===== src/rtl/seq_addsub.sv =====
// Digit-serial two's-complement adder/subtractor with registered flags.
// Optional macro SEQ_ADDSUB_SAT_EN: saturate s on signed overflow.
module seq_addsub #(
  parameter int WIDTH = 8,
  parameter int DIGIT = 1
) (
  input  logic             clk,
  input  logic             rst_n,
  input  logic             start,
  input  logic             op,
  input  logic [WIDTH-1:0] a,
  input  logic [WIDTH-1:0] b,
  output logic             busy,
  output logic             done,
  output logic [WIDTH-1:0] s,
  output logic             c,
  output logic             v,
  output logic             z,
  output logic             n
);

  localparam int K  = WIDTH / DIGIT;
  localparam int CW = (K > 1) ? $clog2(K) : 1;

  if (WIDTH < 2 || DIGIT < 1 || (WIDTH % DIGIT) != 0) begin : g_chk
    $error("seq_addsub: WIDTH must be >= 2 and a multiple of DIGIT");
  end

  typedef enum logic {IDLE = 1'b0, RUN = 1'b1} state_t;

  state_t           state_q;
  state_t           state_d;
  logic [WIDTH-1:0] a_q;
  logic [WIDTH-1:0] b_q;
  logic [WIDTH-1:0] acc;
  logic [CW-1:0]    cnt;
  logic             cy;
  logic             op_q;
  logic             done_q;
  logic [WIDTH-1:0] s_q;
  logic             c_q;
  logic             v_q;
  logic             z_q;
  logic             n_q;

  logic             go;
  logic             last;
  logic [DIGIT:0]   sum_w;
  logic             cout;
  logic             cin_msb;
  logic             v_nx;
  logic [WIDTH-1:0] res_nx;
  logic [WIDTH-1:0] s_fin;

  assign go   = (state_q == IDLE) && start;
  assign last = (cnt == CW'(K - 1));

  // Shared DIGIT-bit slice; carry into its top bit is the MSB carry-in
  assign sum_w = {1'b0, a_q[DIGIT-1:0]}
               + {1'b0, b_q[DIGIT-1:0]}
               + {{DIGIT{1'b0}}, cy};
  assign cout    = sum_w[DIGIT];
  assign cin_msb = sum_w[DIGIT-1] ^ a_q[DIGIT-1] ^ b_q[DIGIT-1];
  assign v_nx    = cin_msb ^ cout;

  if (DIGIT == WIDTH) begin : g_one
    assign res_nx = sum_w[DIGIT-1:0];
  end else begin : g_shift
    assign res_nx = {sum_w[DIGIT-1:0], acc[WIDTH-1:DIGIT]};
  end

`ifdef SEQ_ADDSUB_SAT_EN
  // Wrapped sign is opposite the true sign on overflow
  assign s_fin = v_nx ? {~res_nx[WIDTH-1], {(WIDTH-1){res_nx[WIDTH-1]}}}
                      : res_nx;
`else
  assign s_fin = res_nx;
`endif

  // State register
  always_ff @(posedge clk or negedge rst_n) begin
    if (!rst_n) state_q <= IDLE;
    else        state_q <= state_d;
  end

  // Next-state logic
  always_comb begin
    state_d = state_q;
    case (state_q)
      IDLE: if (start) state_d = RUN;
      RUN:  if (last)  state_d = IDLE;
      default: state_d = IDLE;
    endcase
  end

  // Output decode
  always_comb begin
    busy = (state_q == RUN);
    done = done_q;
    s    = s_q;
    c    = c_q;
    v    = v_q;
    z    = z_q;
    n    = n_q;
  end

  // Operand shifters, carry chain and result/flag registers
  always_ff @(posedge clk or negedge rst_n) begin
    if (!rst_n) begin
      a_q    <= '0;
      b_q    <= '0;
      acc    <= '0;
      cnt    <= '0;
      cy     <= 1'b0;
      op_q   <= 1'b0;
      done_q <= 1'b0;
      s_q    <= '0;
      c_q    <= 1'b0;
      v_q    <= 1'b0;
      z_q    <= 1'b0;
      n_q    <= 1'b0;
    end else begin
      done_q <= 1'b0;
      if (go) begin
        a_q  <= a;
        b_q  <= b ^ {WIDTH{op}};
        cy   <= op;
        op_q <= op;
        cnt  <= '0;
      end else if (state_q == RUN) begin
        acc <= res_nx;
        a_q <= a_q >> DIGIT;
        b_q <= b_q >> DIGIT;
        cy  <= cout;
        cnt <= cnt + 1'b1;
        if (last) begin
          s_q    <= s_fin;
          c_q    <= cout ^ op_q;
          v_q    <= v_nx;
          z_q    <= (s_fin == '0);
          n_q    <= s_fin[WIDTH-1];
          done_q <= 1'b1;
        end
      end
    end
  end

endmodule


===== config.mk =====
export PLATFORM = sky130hd
export DESIGN_NAME = seq_addsub
export DESIGN_NICKNAME = d
export VERILOG_FILES = /design/src/rtl/seq_addsub.sv
export SDC_FILE = /design/constraint.sdc
export NUM_CORES = 1
export LEC_CHECK = 0
export CAP_MARGIN = 40
export CORE_MARGIN = 3
export CORE_UTILIZATION = 35
export DETAILED_ROUTE_END_ITERATION = 10
export HOLD_SLACK_MARGIN = 0.1
export PLACE_DENSITY = 0.62
export RECOVER_POWER = 50
export SLEW_MARGIN = 25
export SYNTH_ARGS = -nofsm -noshare
export SYNTH_HDL_FRONTEND = slang
export SYNTH_SLANG_ARGS = --single-unit

===== constraint.sdc =====
create_clock -name clk -period 1.35 [get_ports clk]
set_input_delay 0.27 -clock clk [delete_from_list [all_inputs] [get_ports clk]]
set_output_delay 0.27 -clock clk [all_outputs]
set_load 0.005 [all_outputs]

==> out/metrics.cfg, run 1 <==
[status]
status = complete, but fails checks
failed_checks = setup timing

[placement]
io_buffers = 33
hpwl_mm = 2.46
place_ws_ps = -157
dp.cells = 253
routabilityCongestion = 0.766
dpl_cell_area_um2 = 2320

[synth]
async_flop_share = 1.00
netlist.area_leader.share = 0.556
ys_top_cells_by_count = dfrtp_1, nand2_1, o21ai_0
yosysMostFrequentCell = dfrtp_1
ys_seq_elements = 41
avgSynthCellArea_um2 = 12.2
synth_seq_area_share = 0.556
netlist_area_um2 = 1840
synth_nets = 174
ys.flop_type = dfrtp_1
ys_warn_count = 0
synthCells = 151
synth_edf_count = 0
yosysTopAreaCell = dfrtp_1
yosysUniqueCellTypes = 21
ys_top_cells_by_area = dfrtp_1, mux2i_1, mux2_2

[power_and_ir_drop]
p_leak_nw = 1.18
peakVddDrop_v = 0.000881
total_power_mw = 5.20
power.density_nw_per_um2 = 2050

[worst_setup_path]
cp_max_fo = 4
r2r_cells = 4
critPathTopFamily = adder cells
worst_path_max_delay_cell = fa_2
r2r_end = v$_DFFE_PN0P_
cpPeakStageDelay_ps = 650
crit_chain = fa_2, xnor2_2, xnor2_1, o21ai_1
crit_type = register to register
required_ps = 1540
r2r_slack_ps = -130
worstSetupEndpointType = register
cp.arrival_ps = 1670
reg2reg_from = a_q[0]$_DFFE_PN0P_
cp-start-kind = register
cp_num_buf_inv = 0

[floorplanning]
pin_count = 34
num_rows = 25
die_w_um = 78.6
core-area_um2 = 4910
initial_utilization = 0.376
fp.dieH_um = 78.6
die_area_um2 = 6180

[global_routing]
grtUsageTotal = 0.120
grtUsageMet1 = 0.147
top_usage_layer = met2
met3_usage = 0.0367
grt_pass1_wl_mm = 5.84
grt_util_met2 = 0.200
antenna_found_initial = 0
grt_max_degree = 42
grt_pass1_vias = 1289
gr-total-overflow = 0

[hold_path]
min_from = b_q[6]$_DFFE_PN0P_
hold_end = b_q[5]$_DFFE_PN0P_
holdPathStages = 2
hold_path_class = register to register

[cts]
h-tree-depth = 2
cts_root_buf = clkbuf_8
tritoncts = done
cts_max_path_buffers = 2
insertion_delay_ps = 290
cts_buffers = 5
cts_num_sinks = 41
clkTransAtPathRegs_ps = 80

[routing]
drcViolationCount = 0
vias_per_cell = 4.65
wl_per_cell_um = 12.8
drtIter0Drc = 26
dr.pass1.iters = 4
wirelength_mm = 3.47
vias = 1264
drtAntennaViolNets = 0

[sta]
hold_violations = 0
worst_pin_slew_ps = 547
finalMaxSlewViolations = 0
fmax_mhz = 674
setup_viol = 4
grt_setup_unrepaired = true
slew_headroom = 0.635
worst_slack_ps = -134
min_period_ps = 1480
fin_crit_sh = 1.10
skew_ps = 8.70

[finish]
fin_cells = 272
n_fill_cell = 444
drive_above_1_share = 0.268
multi_input_comb_area_um2 = 793
antenna_cells = 0
syn_to_final_growth_pct = 37.5
final_nets = 227
seqCellArea_um2 = 1030
fin_area_um2 = 2540

[flow_run]
drv_cap = 0

metrics by stage:
step / utilization / setup TNS, ps / hold slack, ps
finish: 0.516 / -238 / 479
global route: 0.516 / -760 / 517
CTS: 0.507 / -200 / 483
detailed placement: 0.472 / -2360 / 265
global placement: 0.472 / -1700 / 256
floorplan: - / -75.5 / -25.6
worst register-to-register path, delay by kind of cell, from the launching register on:
kind,cells,cell delay [ps]
flip-flops,1,410
adder cells (fa/ha/maj),1,650
AO/OA/AOI/OAI,1,70
XOR/XNOR,2,270
kinds of logic (layout without fill, tap and decap cells):
| kind of cell | after synthesis | after routing | synth area share |
|---|---|---|---|
| buffers and inverters | 13 | 67 | 0.0414 |
| multiplexers | 32 | 32 | 0.191 |
| AND/OR/NAND/NOR | 27 | 27 | 0.0624 |
| XOR/XNOR | 12 | 12 | 0.0570 |
| AO/OA/AOI/OAI | 23 | 23 | 0.0678 |
| flip-flops | 41 | 41 | 0.556 |
| adder cells (fa/ha/maj) | 3 | 3 | 0.0244 |
final cells by class:
type,count,share of cell area
clock inverter,2,0.0148
sequential,41,0.405
inverter,3,0.00444
tap,67,0.0331
multi-input combinational,97,0.313
clock buffer,6,0.0326
timing repair buffer,56,0.197
repair_timing:
item / in CTS / in global routing
setup endpoints to repair: 25 / 12
pin swaps: 1 / 1
resized for setup: 19 / 8
endpoints found under the hold margin: 41 / 0
buffers inserted: 5 / 5
hold buffers: 1 / 0
routing by layer:
metal	share of wire	routed length (um)
met1	0.43	1500
met2	0.51	1780
met3	0.044	154
met4	0.0095	33
met5	0	0
placed cells by master (no fill, tap or decap), drive strengths merged, types with 3 or more instances in the layout:
| cell | synthesis | routed |
|---|---|---|
| dfrtp | 41 | 41 |
| buf | 7 | 22 |
| nand2 | 21 | 21 |
| o21ai | 20 | 20 |
| clkdlybuf4s50 | 0 | 17 |
| mux2i | 16 | 16 |
| mux2 | 16 | 16 |
| dlygate4sd2 | 0 | 13 |
| xor2 | 7 | 7 |
| clkbuf | 3 | 7 |
| xnor2 | 5 | 5 |
| inv | 3 | 3 |
| nor2 | 3 | 3 |
state kept, by name (all words and copies together) (netlist names), 3 cells and up:
| name | flops |
|---|---|
| s | 8 |
| acc | 7 |
| cnt | 3 |
| b_q | 8 |
| a_q | 8 |
where the power goes:
group	leakage, nW	internal [mW]	switching (mW)
combinational	0.616	1.23	0.812
clock	0.0574	0.601	0.426
sequential	0.505	1.77	0.363
total	1.18	3.60	1.60
how the worst max path moves through the flow:
| stage | start | endpoint | slack (ps) | depth (start not counted) |
|---|---|---|---|---|
| floorplan | cy$_DFFE_PN0P_ | v$_DFFE_PN0P_ | -80 | 4 |
| global placement | cy$_DFFE_PN0P_ | v$_DFFE_PN0P_ | -120 | 4 |
| detailed placement | cy$_DFFE_PN0P_ | v$_DFFE_PN0P_ | -160 | 4 |
| CTS | a_q[0]$_DFFE_PN0P_ | v$_DFFE_PN0P_ | -120 | 4 |
| global route | a_q[0]$_DFFE_PN0P_ | v$_DFFE_PN0P_ | -180 | 4 |
| finish | a_q[0]$_DFFE_PN0P_ | v$_DFFE_PN0P_ | -130 | 4 |
No activity file was read; power rests on OpenSTA's default activity.
==> run 2: changes to the inputs <==
Settings changed: GPL_TIMING_DRIVEN set to 0.
==> out/metrics.cfg, run 2 (same netlist as run 1, synthesis figures left out) <==
[worst_setup_path]
cp_max_fo = 6
worstSetupEndpointType = register
worst_path_max_delay_cell = dfrtp_1
crit_type = register to register
r2r_slack_ps = -150
crit_chain = ha_2, ha_4, nand2_8, clkbuf_2, mux2_4
required_ps = 1530
r2r_cells = 5
r2r_end = s[7]$_DFFE_PN0P_
cpPeakStageDelay_ps = 390
cp-start-kind = register
cp.arrival_ps = 1680
reg2reg_from = cnt[1]$_DFFE_PN0P_

[routing]
drcViolationCount = 0
wl_per_cell_um = 13.0
vias_per_cell = 4.64
dr.pass1.iters = 4
drtAntennaViolNets = 0
wirelength_mm = 3.51
drtIter0Drc = 17
vias = 1258

[placement]
routabilityCongestion = 0.718
place_ws_ps = -185
dp.cells = 251
io_buffers = 32
dpl_cell_area_um2 = 2280
hpwl_mm = 2.51

[floorplanning]
fp.dieH_um = 78.6
die_w_um = 78.6
core-area_um2 = 4910
initial_utilization = 0.376
num_rows = 25
die_area_um2 = 6180
pin_count = 34

[sta]
fmax_mhz = 668
skew_ps = 6.15
hold-worst-slack_ps = 371
grt_setup_unrepaired = true
finalMaxSlewViolations = 0
setup_viol = 7
hold_violations = 0
worst_slack_ps = -148
fin_crit_sh = 1.11
fin_tns_setup_ps = -778
worst_pin_slew_ps = 755
slew_headroom = 0.497
min_period_ps = 1500

[global_routing]
grt_pass1_wl_mm = 5.98
grt_max_degree = 30
antenna_found_initial = 0
grt_pass1_vias = 1318
grtUsageTotal = 0.125
gr-total-overflow = 0

[power_and_ir_drop]
peakVddDrop_v = 0.000774
p_leak_nw = 1.14
total_power_mw = 4.92
power.density_nw_per_um2 = 2010

[finish]
final_core_util = 0.499
fin_cells = 271
drive_above_1_share = 0.240
antenna_cells = 0
final_cell_mix = dfrtp_1, nand2_1, o21ai_0, clkdlybuf4s50_1, mux2i_1
fin_area_um2 = 2450
syn_to_final_growth_pct = 32.8
final_nets = 226
final_common_cell = dfrtp_1
n_fill_cell = 474

[cts]
cts_buffers = 5
tritoncts = done
cts_root_buf = clkbuf_8
clkTransAtPathRegs_ps = 80
cts_max_path_buffers = 2
insertion_delay_ps = 290
h-tree-depth = 2
cts_num_sinks = 41

[status]
failed_checks = setup timing
status = complete, but fails checks

[hold_path]
holdPathStages = 2
min_from = op
hold_end = op_q$_DFFE_PN0P_
hold_path_class = input pin to register

[flow_run]
drv_cap = 0

==> run 2: what timing repair did <==
item                       in CTS  in global routing
hold endpoints to repair       12                  0
buffers inserted               11                  0
setup endpoints to repair      20                 10
resized for setup              18                  4
cloned                          0                  0
hold buffers                    1                  0
pin swaps                       4                  2
==> run 2: worst max-delay path by stage <==
stage | from | endpoint | slack [ps] | cells past startpoint
6_report | cnt[1]$_DFFE_PN0P_ | s[7]$_DFFE_PN0P_ | -150 | 5
5_1_grt | cy$_DFFE_PN0P_ | v$_DFFE_PN0P_ | -200 | 4
4_1_cts | b_q[0]$_DFFE_PN0P_ | v$_DFFE_PN0P_ | -130 | 4
3_5_place_dp | cy$_DFFE_PN0P_ | v$_DFFE_PN0P_ | -180 | 4
3_3_place_gp | rst_n | b_q[4]$_DFFE_PN0P_ | -930 | 1
2_1_floorplan | cy$_DFFE_PN0P_ | v$_DFFE_PN0P_ | -80 | 4
==> run 2: layer usage <==
metal	vias to the layer above	track usage	wire, um
met3	5	0.0367	195
met1	603	0.140	1450
met5	-	0	0
li1	617	-	-
met2	33	0.219	1830
met4	0	0.0524	43
==> run 2: layout make-up <==
cell class | count | area [um2] | area share
plain buffers | 10 | 56.3 | 0.0230
clock buffers | 6 | 72.6 | 0.0296
clock inverters | 2 | 10.0 | 0.00409
inverters | 3 | 11.3 | 0.00460
multi-input cells | 97 | 778 | 0.318
flip-flops and latches | 41 | 1030 | 0.419
well taps | 67 | 83.8 | 0.0342
repair buffers | 45 | 412 | 0.168
==> run 2: critical path: cells and delay by family, from the launching register on <==
family	cells	cell delay, ps
muxes	1	320
and+or+nand+nor	1	80
buffers and inverters	1	220
adders and majority gates	2	380
DFF	1	390
==> run 2: report_power, final <==
| part | internal [mW] | switching [mW] | leakage, nW |
|---|---|---|---|
| sequential | 1.76 | 0.343 | 0.506 |
| combinational | 1.21 | 0.840 | 0.586 |
| clock | 0.358 | 0.405 | 0.0450 |
| total | 3.33 | 1.59 | 1.14 |
==> RTL change 1, RTL diff (settings of run 2) <==
Add a define of `SEQ_ADDSUB_SAT_EN`.
--- a/src/rtl/seq_addsub.sv
+++ b/src/rtl/seq_addsub.sv
@@ -1,5 +1,7 @@
 // Digit-serial two's-complement adder/subtractor with registered flags.
 // Optional macro SEQ_ADDSUB_SAT_EN: saturate s on signed overflow.
+`define SEQ_ADDSUB_SAT_EN
+
 module seq_addsub #(
   parameter int WIDTH = 8,
   parameter int DIGIT = 1
Behaviour: not the same (Yosys sat finds a counterexample within 10 cycles, from zero or initial values and one cycle with rst_n low).
==> RTL change 1 against run 2 <==
- the run still ends with negative setup slack left
- non-clock buffer count is 6 higher
- worst setup slack worse by 120 ps
- wire length increased by 13%
- synthesized area grew 5.1%
- total power increased by 23%
- final area up 7.4%
- clock power is 4.5% higher
- sequential cell count is the same
- critical path depth up 1
- largest cell class unchanged
==> RTL change 1: results (changes against run 2) <==
stage;metric;value;unit;change
cts;root_buffer;clkbuf_8;;unchanged
cts;cts_made_buffers;5;;unchanged
synthesis;yosys-top-cells-area;dfrtp_1, mux2i_1, mux2_2;;unchanged
setup_path;reg2reg_depth;6;;was 5
min_path;hold_depth;2;;unchanged
synthesis;ys.warnings.count;0;;unchanged
sta;finalClockSkew;8.167;ps;was 6.150 ps
status;violations;negative setup slack;;unchanged
synthesis;synth_top_cell_area_share;52.94;%;was 55.63%
cts;holdBufCountCts;1;;unchanged
final_layout;nNetsFinal;247;;was 226
synthesis;async_flop_share;100.0;%;unchanged
power;peakVddDrop;0.0008690;V;was 0.0007738 V
min_path;whs_endpoint;op_q$_DFFE_PN0P_;;unchanged
setup_path;regToRegStartpoint;b_q[0]$_DFFE_PN0P_;;was cnt[1]$_DFFE_PN0P_
setup_path;path_max_fanout;5;;was 6
cts;clockBufferDepth;2;;unchanged
sta;hold_slack;464.7;ps;was 370.6 ps
cts;cts_resized;35;;was 18
status;status;finished with violations;;unchanged
sta;relSlewSlack;56.59;%;was 49.65%
setup_path;cp_data_arrival_time;1790;ps;was 1680 ps
min_path;hp-start;op;;unchanged
global_routing;grt_pass1_vias;1453;;was 1,318
placed_design;place.gp.congestion;0.7235;;was 0.7184
setup_path;rrSetupSlack;-260;ps;was -150 ps
sta;final.setup.tns;-2186;ps;was -778.1 ps
placed_design;hpwl;2.723;mm;was 2.505 mm
setup_path;path_delay_family;adder cells;;was flip-flops
setup_path;reg2reg_to;s[3]$_DFFE_PN0P_;;was s[7]$_DFFE_PN0P_
min_path;holdCritPathClass;in -> reg;;unchanged
synthesis;synth_area_per_cell;11.61;sq um;was 12.21 sq um
synthesis;ys_seq_area_share;52.94;%;was 55.63%
placed_design;dp_slack;-390.8;ps;was -184.8 ps
sta;finalSetupViolCount;12;;was 7
sta;setup_ws;-264.4;ps;was -147.7 ps
placed_design;port_buffers;32;;unchanged
global_routing;grt_pass1_wl;6.913;mm;was 5.982 mm
route;via_per_inst;4.829;;was 4.642
synthesis;yosysUniqueCellTypes;33;;was 21
route;num_vias;1415;;was 1,258
power;p_leak;1.192;nW;was 1.137 nW
placed_design;postPlaceCellArea;2374;sq um;was 2278 sq um
cts;post_cts_buffers;13;;was 11
route;firstDrtPassIters;4;;unchanged
synthesis;syn_nets;191;;was 174
placed_design;dp.cells;270;;was 251
route;drt-initial-drc-count;82;;was 17
global_routing;gr-usage-all-layers;13.94;%;was 12.49%
synthesis;synth_commonest_cells;dfrtp_1, nand2_1, mux2i_1, o21ai_0, xor2_1;;was dfrtp_1, nand2_1, o21ai_0
final_layout;drive_above_1_share;27.80;%;was 24.02%
global_routing;grt_max_degree;31;;was 30
route;wl_per_cell;13.48;microns;was 12.96 microns
setup_path;critPathSlowestCell;fa_2;;was dfrtp_1
## RTL change 1: per-layer routing
layer / track usage [%] / vias up / wire length [microns]
met3: 3.363 / 5 / 145
met4: 4.561 / 0 / 59
met1: 17.89 / 695 / 1804
met5: 0 / - / 0
met2: 23.01 / 26 / 1942
li1: - / 689 / -
## RTL change 1: report_power, final
| part | internal [mW] | switching [mW] | total (mW) | leakage, nW |
|---|---|---|---|---|
| registers | 1.77 | 0.320 | 2.09 | 0.510 |
| logic | 1.75 | 1.42 | 3.17 | 0.637 |
| clock network | 0.406 | 0.392 | 0.798 | 0.0443 |
| total | 3.92 | 2.14 | 6.05 | 1.19 |
## RTL change 1: worst max-delay path by stage
stage	end	cells after the start	slack (ps)	start
detailed placement	s[6]$_DFFE_PN0P_	6	-390	b_q[0]$_DFFE_PN0P_
floorplan	v$_DFFE_PN0P_	6	-240	b_q[0]$_DFFE_PN0P_
global route	s[3]$_DFFE_PN0P_	6	-350	b_q[0]$_DFFE_PN0P_
CTS	s[5]$_DFFE_PN0P_	6	-270	a_q[0]$_DFFE_PN0P_
finish	s[3]$_DFFE_PN0P_	6	-260	b_q[0]$_DFFE_PN0P_
global placement	a_q[7]$_DFFE_PN0P_	1	-1070	rst_n
## RTL change 1: cell type report
class	instances	area (sq um)
fill	499	2606
sequential	41	1027
multi-input combinational	110	880.8
timing repair buffer	50	446.7
buffer	11	87.58
tap	70	87.58
clock buffer	7	86.33
inverter	4	15.01
## RTL change 1: cells by family (layout without fill, tap and decap cells)
logic type      after synthesis  in the layout  share of synthesized area [%]
compound gates               39             39                          13.49
xor+xnor                     11             11                          5.746
fa+ha+maj                     4              4                          3.357
buf+inv                      16             72                          4.712
flops                        41             41                          52.94
mux                          23             23                          12.40
simple gates                 33             33                          7.360
==> RTL change 2, RTL diff (config.mk and constraints of run 2) <==
Made on the original files. Register the output `s`, with the module's reset; this adds one clock of latency there. The other outputs are not delayed to match. Comments in the files are not updated.
--- a/src/rtl/seq_addsub.sv
+++ b/src/rtl/seq_addsub.sv
@@ -21,6 +21,8 @@
 
   localparam int K  = WIDTH / DIGIT;
   localparam int CW = (K > 1) ? $clog2(K) : 1;
+
+  logic [WIDTH-1:0] s_d;
 
   if (WIDTH < 2 || DIGIT < 1 || (WIDTH % DIGIT) != 0) begin : g_chk
     $error("seq_addsub: WIDTH must be >= 2 and a multiple of DIGIT");
@@ -97,7 +99,7 @@
   always_comb begin
     busy = (state_q == RUN);
     done = done_q;
-    s    = s_q;
+    s_d  = s_q;
     c    = c_q;
     v    = v_q;
     z    = z_q;
@@ -145,5 +147,13 @@
     end
   end
 
+  always_ff @(posedge clk or negedge rst_n) begin
+    if (!rst_n) begin
+      s <= '0;
+    end else begin
+      s <= s_d;
+    end
+  end
+
 endmodule
 
Function: changed (a bounded check fails within 10 cycles, from zero or initial values and one cycle with rst_n low).
==> RTL change 2 against run 2 <==
- the flow still finishes with violations (negative setup slack)
- wire length is 2.8% higher
- synthesized area is 10% higher
- sequential cell count is 8 higher
- worst setup slack better by 1.2 ps
- final area is 7.8% higher
- utilization is 2.5 points lower
- total power is 8.7% higher
- die area is 9.6% higher
- critical path type unchanged
- largest power group unchanged
==> RTL change 2: results (changes against run 2) <==
stage;metric;value;unit;change
global_routing;met1_usage;15.86;%;was 14.05%
placed_design;place.gp.congestion;0.7025;;was 0.7184
sta;final.setup.tns;-643.7;ps;was -778.1 ps
sta;hold_slack;335.8;ps;was 370.6 ps
synthesis;synth_area_per_cell;12.89;sq um;was 12.21 sq um
placed_design;dp.cells;262;;was 251
global_routing;grt_max_degree;50;;was 30
final_layout;final_cells;280;;was 271
placed_design;postPlaceCellArea;2460;sq um;was 2278 sq um
status;status;finished with violations;;unchanged
final_layout;fill_cells;553;;was 474
sta;finalClockSkew;9.872;ps;was 6.150 ps
status;violations;negative setup slack;;unchanged
placed_design;hpwl;2.403;mm;was 2.505 mm
setup_path;path_max_fanout;3;;was 6
synthesis;synth-compound-area-share;6.143;%;was 6.784%
route;drt-initial-drc-count;57;;was 17
synthesis;yosys-top-cells-area;dfrtp_1, mux2i_1, mux2_2;;unchanged
final_layout;drive_above_1_share;22.60;%;was 24.02%
power;p_leak;1.213;nW;was 1.137 nW
synthesis;yosys.area_share.xor_xnor;5.160;%;was 5.699%
sta;setup_ws;-146.6;ps;was -147.7 ps
cts;clk_latency;310;ps;was 290 ps
synthesis;syn_nets;181;;was 174
route;firstDrtPassIters;3;;was 4
synthesis;synth.area.mux_share;17.26;%;was 19.06%
sta;finalSetupViolCount;6;;was 7
==> RTL change 2: changes by cell type after synthesis, sizes merged <==
cell / change
dfrtp: +8
buf: -1
==> RTL change 2: path summary, 6_finish.rpt <==
path                                     from            endpoint  cells past startpoint
min                                        op    op_q$_DFFE_PN0P_                      2
min in group asynchronous               rst_n      done$_DFF_PN0_                      2
max in group asynchronous               rst_n  a_q[0]$_DFFE_PN0P_                      2
max                            cy$_DFFE_PN0P_       v$_DFFE_PN0P_                      4
max reg2reg                    cy$_DFFE_PN0P_       v$_DFFE_PN0P_                      4
min reg2reg                s_d[4]$_DFFE_PN0P_      s[4]$_DFF_PN0_                      0
==> RTL change 2: final cells by class <==
class	count	area, sq um	share of cell area [%]
buffer	9	60.06	2.275
clock buffer	5	68.82	2.607
clock inverter	3	25.02	0.9479
inverter	3	11.26	0.4265
multi-input combinational	97	775.7	29.38
sequential	49	1227	46.49
tap	72	90.09	3.412
timing repair buffer	42	381.6	14.45
==> RTL change 2: worst max-delay path: stages, from the launching register on <==
cell and delay, ps:
dfrtp_1 420, fa_2 640, xnor2_2 130, xnor2_1 140, o21ai_1 80
==> RTL change 2: timing repair <==
action	in CTS	in global routing
setup endpoints to repair	20	10
hold endpoints to repair	49	0
pin swaps	4	4
hold buffers	1	0
resized for setup	18	6
setup buffers	8	1
==> RTL change 2: report_power, final <==
part / internal [mW] / switching (mW) / leakage, nW
registers: 2.12 / 0.370 / 0.594
logic: 1.14 / 0.816 / 0.574
clock network: 0.375 / 0.529 / 0.0447
==> RTL change 2: per-layer routing <==
metal  vias up  wire [microns]  share of wire (%)
met5         -               0                  0
met4         0              74                2.1
met3         8             179                5.0
met2        32            1612                 45
met1       632            1743                 48
li1        629               -                  -
